[src/rtl/iocyc.sv]
// iocyc: bus-cycle sequencer for the internal I/O register space.
// One accepted request walks SETUP -> [WAIT] -> DATA -> ACK -> TURN. Internal
// targets get a fixed wait count. External targets wait for ext_ack and are
// bounded by a saturating timeout. All outputs decode from registered state.
module iocyc #(
  parameter int RD_WAIT = 1,
  parameter int WR_WAIT = 1,
  parameter int TIMEOUT = 255,
  parameter int TO_W    = 8
) (
  input  logic clk,
  input  logic reset,
  input  logic cyc_req,
  input  logic cyc_rd,
  input  logic cyc_int,
  input  logic ext_ack,
  output logic reads,
  output logic oet,
  output logic wet,
  output logic intswe,
  output logic intwe,
  output logic ourack,
  output logic buserr,
  output logic busy
);

  typedef enum logic [2:0] {
    S_IDLE, S_SETUP, S_WAIT, S_DATA, S_ACK, S_TURN
  } state_t;

  localparam logic [3:0]      RD_N   = 4'(RD_WAIT);
  localparam logic [3:0]      WR_N   = 4'(WR_WAIT);
  localparam logic [TO_W-1:0] TO_MAX = TO_W'(TIMEOUT);
  localparam logic [TO_W-1:0] TO_LST = TO_W'(TIMEOUT - 1);

  state_t          state, nxt;
  logic            lat_rd, lat_int;
  logic [3:0]      wcnt;
  logic [TO_W-1:0] to_cnt;
  logic [3:0]      wait_n;

  assign wait_n = lat_rd ? RD_N : WR_N;

  // State register; reset drops any in-flight cycle without an ack.
  always_ff @(posedge clk) begin
    if (reset) state <= S_IDLE;
    else       state <= nxt;
  end

  // Next-state logic; a dropped cyc_req before ACK aborts back to IDLE.
  always_comb begin
    nxt = state;
    case (state)
      S_IDLE:  if (cyc_req) nxt = S_SETUP;
      S_SETUP: begin
        if (!cyc_req)                     nxt = S_IDLE;
        else if (lat_int && wait_n == '0) nxt = S_DATA;
        else                              nxt = S_WAIT;
      end
      S_WAIT: begin
        if (!cyc_req)                     nxt = S_IDLE;
        else if (lat_int) begin
          if (wcnt <= 4'd1)               nxt = S_DATA;
        end else if (ext_ack)             nxt = S_DATA;   // ack beats timeout
        else if (to_cnt >= TO_LST)        nxt = S_ACK;    // timeout skips DATA
      end
      S_DATA:  nxt = cyc_req ? S_ACK : S_IDLE;
      S_ACK:   nxt = S_TURN;
      S_TURN:  nxt = S_IDLE;                              // request ignored here
      default: nxt = S_IDLE;
    endcase
  end

  // Request attributes latched at acceptance, held for the whole cycle.
  always_ff @(posedge clk) begin
    if (reset) begin
      lat_rd  <= 1'b1;
      lat_int <= 1'b0;
    end else if (state == S_IDLE && cyc_req) begin
      lat_rd  <= cyc_rd;
      lat_int <= cyc_int;
    end
  end

  // Internal wait down-counter: loaded at acceptance, cleared on abort.
  always_ff @(posedge clk) begin
    if (reset)                              wcnt <= '0;
    else if (state == S_IDLE && cyc_req)    wcnt <= cyc_rd ? RD_N : WR_N;
    else if (nxt == S_IDLE)                 wcnt <= '0;
    else if (state == S_WAIT && lat_int && wcnt != '0)
                                            wcnt <= wcnt - 4'd1;
  end

  // External timeout counter: saturates at TIMEOUT, which marks a bus error.
  always_ff @(posedge clk) begin
    if (reset)                                     to_cnt <= '0;
    else if (nxt == S_SETUP || nxt == S_IDLE)      to_cnt <= '0;
    else if (state == S_WAIT && !lat_int && !ext_ack && to_cnt != TO_MAX)
                                                   to_cnt <= to_cnt + 1'b1;
  end

  // Moore output decode from state and latched attributes.
  always_comb begin
    reads  = 1'b1;
    oet    = 1'b0;
    wet    = 1'b0;
    intswe = 1'b0;
    intwe  = 1'b0;
    ourack = 1'b0;
    buserr = 1'b0;
    busy   = (state != S_IDLE);
    if (state != S_IDLE && state != S_TURN) reads = lat_rd;
    if (state == S_WAIT || state == S_DATA) begin
      oet   = lat_int &  lat_rd;
      wet   = lat_int & ~lat_rd;
      intwe = ~lat_rd;
    end
    if (state == S_DATA) intswe = lat_int & ~lat_rd;
    if (state == S_ACK) begin
      ourack = 1'b1;
      buserr = (to_cnt == TO_MAX);
    end
  end

endmodule

[config.mk]
export PLATFORM = sky130hd
export DESIGN_NAME = iocyc
export DESIGN_NICKNAME = d
export VERILOG_FILES = /design/src/rtl/iocyc.sv
export SDC_FILE = /design/constraint.sdc
export NUM_CORES = 1
export LEC_CHECK = 0
export BUFFER_PORTS_ARGS = -buffer_cell sky130_fd_sc_hd__buf_2
export CAP_MARGIN = 15
export CORE_UTILIZATION = 30
export DETAILED_ROUTE_END_ITERATION = 8
export PLACE_DENSITY = 0.46
export SYNTH_ARGS = -nofsm -noshare
export SYNTH_HDL_FRONTEND = slang
export SYNTH_SLANG_ARGS = --single-unit
[constraint.sdc]
create_clock -name clk -period 2.22 [get_ports clk]
set_clock_uncertainty 0.05 [all_clocks]
set_input_delay 0.444 -clock clk [delete_from_list [all_inputs] [get_ports clk]]
set_output_delay 0.444 -clock clk [all_outputs]
set_load 0.01 [all_outputs]
==> flow_summary.yaml <==
global_route:
  antenna_found_initial: 0
  grt_pass1_wl_um: 3760
  grt_max_degree: 15
  grt_util_all_layers_pct: 14.4
  grt_pass1_vias: 830
  overflow: 0
yosys:
  synth_area_leader_cell: "dfxtp_1"
  yosys_warnings: 0
  synthArstFlopShare_pct: 0
  syn_area_um2: 1010
  ys_ff_latch: 17
  avgSynthCellArea_um2: 8.68
  yosys.cell_types.count: 38
  syn_nets: 127
  synth_cells: 116
  synth_flop_cell: "dfxtp_1"
  synth_top_cell_area_share_pct: 33.8
  yosysSeqAreaShare_pct: 33.8
  ys_top_cells_by_area: "dfxtp_1 (34%), ha_1 (6.2%), nor2_1 (5.6%)"
  synth_enable_flop_cells: 0
sta:
  fin_crit_sh_pct: 96.6
  period_needed_ns: 2.14
  setup_tns_ns: 0
  report.final.slew_viol_count: 0
  setup_viol: 0
  worst_slew_pin_slew_ns: 0.547
  timing.slew.headroom_pct: 62.6
  rsz0062_at_grt: "false"
  fmaxAchievable_ghz: 0.467
  hold_viol: 0
min_path:
  hp-class: "in2reg"
cells_and_area:
  n_antenna_cell: 0
  fin_area_um2: 1150
  layout-drive-gt1-share_pct: 18.9
  syn_to_final_growth_pct: 14.5
  nets: 144
worst_setup_path:
  worst_r2r_endpoint: "to_cnt[3]$_SDFFE_PP0P_"
  end_kind: "primary output"
  r2r_cells: 5
  worstPathMaxFanout: 11
  endpoint: "buserr"
  r2r_slack_ns: 0.42
  rr_startpoint: "state[2]$_SDFF_PP0_"
  start_kind: "register"
  timing.critical_path.from: "state[1]$_SDFF_PP0_"
  crit_type: "reg2out"
  cp_slowest_stage_delay_ns: 0.53
  critPathRequiredTime_ns: 1.73
  arrival_ns: 1.65
  worstPathCellList: "or3b_2 > nor3_1 > buf_2"
  critical_path.top_delay_family: "simple AND/OR/NAND/NOR gates"
  worst_path_max_delay_cell: "or3b_2"
  cp.buffers_inverters: 1
  worst-path-stages: 3
floorplanning:
  die_w_um: 59.9
  num_rows: 20
  die_h_um: 59.9
  io_pins: 14
  die_area_um2: 3590
  core_area_um2: 3130
  initial_core_util_pct: 32.2
run:
  maxCapViolations: 0
placement:
  dpl_cell_area_um2: 1130
  io_buffer_count: 13
  place_congestion: 0.817
  hpwl_um: 1690
detailed_routing:
  postRouteAntennaNets: 0
  viasPerCell: 5.22
  post_drt_wl_per_cell_um: 12.6
  first_pass_iters: 4
  first_iter_violations: 36
  wl_um: 2220
  drc_errors: 0
  vias: 918
clocking:
  clkTransAtPathRegs_ns: 0.11
  hold_buffers: 0
  clk_latency_ns: 0.30
  cts_sinks: 17
  clockRootBuffer: "clkbuf_4"
  htreeDepth: 1
  cts_buffers: 3
  cts_tree: "done"
  clock_path_buffers: 2
pwr:
  power.density_nw_per_um2: 475
  power_leakage_nw: 0.462
  irDropWorstVdd_mv: 0.230
status:
  status: "finished clean"
==> per-stage QoR <==
stage / setup slack [ns] / std cells / utilization (%) / hold WS [ns] / power (mW)
after floorplan: 0.471 / 116 / - / 0.435 / 0.358
final: 0.0766 / 176 / 36.9 / 0.325 / 0.548
after global routing: 0.0169 / 176 / 36.9 / 0.321 / 0.576
after global placement: 0.301 / 172 / 36.0 / 0.453 / 0.379
after CTS: 0.0577 / 176 / 36.9 / 0.319 / 0.555
after detailed placement: 0.279 / 172 / 36.0 / 0.458 / 0.380
==> layer usage <==
| layer | global-route usage (%) | up-vias | wire [µm] |
|---|---|---|---|
| met5 | 0 | - | 0 |
| met4 | 5.32 | 0 | 25 |
| met3 | 4.55 | 2 | 58 |
| met2 | 22.5 | 7 | 1050 |
| met1 | 18.3 | 449 | 1090 |
| li1 | - | 460 | - |
==> layout by cell type, fill, tap and decap left out, types with 3 or more instances in the layout <==
cell       instances
and4_1             3
clkbuf_4           3
and3_1             3
nor3b_1            4
nor2_1            15
dfxtp_1           16
a2111oi_0          3
ha_1               5
buf_4              3
a211oi_1           4
mux2i_1            4
inv_1              8
nand4_1            3
buf_2             13
nand2_1            4
a31oi_1            4
nor3_1             7
==> kinds of logic after synthesis <==
logic type | Yosys count | share of synthesized area (%)
flip-flops | 17 | 33.8
AO/OA/AOI/OAI | 21 | 17.1
buffers and inverters | 12 | 5.34
multiplexers | 4 | 3.98
adder cells (fa/ha/maj) | 5 | 6.21
AND/OR/NAND/NOR | 53 | 30.1
XOR/XNOR | 4 | 3.48
==> how the worst min path moves through the flow <==
stage	from	depth (start not counted)	slack, ns	end
4_1_cts	cyc_rd	3	0.32	lat_rd$_SDFFE_PP1P_
3_5_place_dp	wcnt[1]$_SDFFE_PP0P_	2	0.46	wcnt[1]$_SDFFE_PP0P_
6_report	cyc_rd	3	0.33	lat_rd$_SDFFE_PP1P_
2_1_floorplan	wcnt[3]$_SDFFE_PP0P_	2	0.44	wcnt[3]$_SDFFE_PP0P_
5_1_grt	cyc_int	3	0.32	lat_int$_SDFFE_PP0P_
3_3_place_gp	wcnt[1]$_SDFFE_PP0P_	2	0.45	wcnt[1]$_SDFFE_PP0P_
==> worst reg2reg max path, stage by stage (launching register included) <==
cell and delay (ns):
dfxtp_1 0.33, buf_4 0.15, or4b_4 0.51, a311oi_4 0.36, nand4_1 0.16, mux2i_1 0.14
==> flip-flops by register name, summed over array words and instances (netlist names) <==
register and cells:
to_cnt 8, wcnt 4, state 3, lat_int 1
lat_rd 1
==> power breakdown <==
part / switching [mW] / leakage, nW / internal, mW
combinational: 0.0314 / 0.309 / 0.0242
sequential: 0.00665 / 0.138 / 0.311
clock: 0.105 / 0.0150 / 0.0700
==> cell usage after synthesis, drive strengths merged, types with 3 or more instances <==
master	n
a2111oi	3
ha	5
and4	3
dfxtp	17
nor3	7
and3	3
nor2	15
a31oi	4
inv	8
mux2i	4
nand4	3
nand2	5
a211oi	4
nor3b	4
==> repair_timing <==
item | 4_1_cts | 5_1_grt
hold endpoints to repair | 0 | 0
setup buffers | 0 | 0
resized for setup | 1 | 0
endpoints found under the setup margin | 1 | 0
==> cell type report <==
cell class                 instances  area (µm²)
inverter                           8        30.0
clock buffer                       4        26.3
fill                             340        1970
timing repair buffer              16        87.6
tap                               44        55.1
multi-input combinational         87         613
sequential                        17         342
No activity file was read; power rests on OpenSTA's default activity.
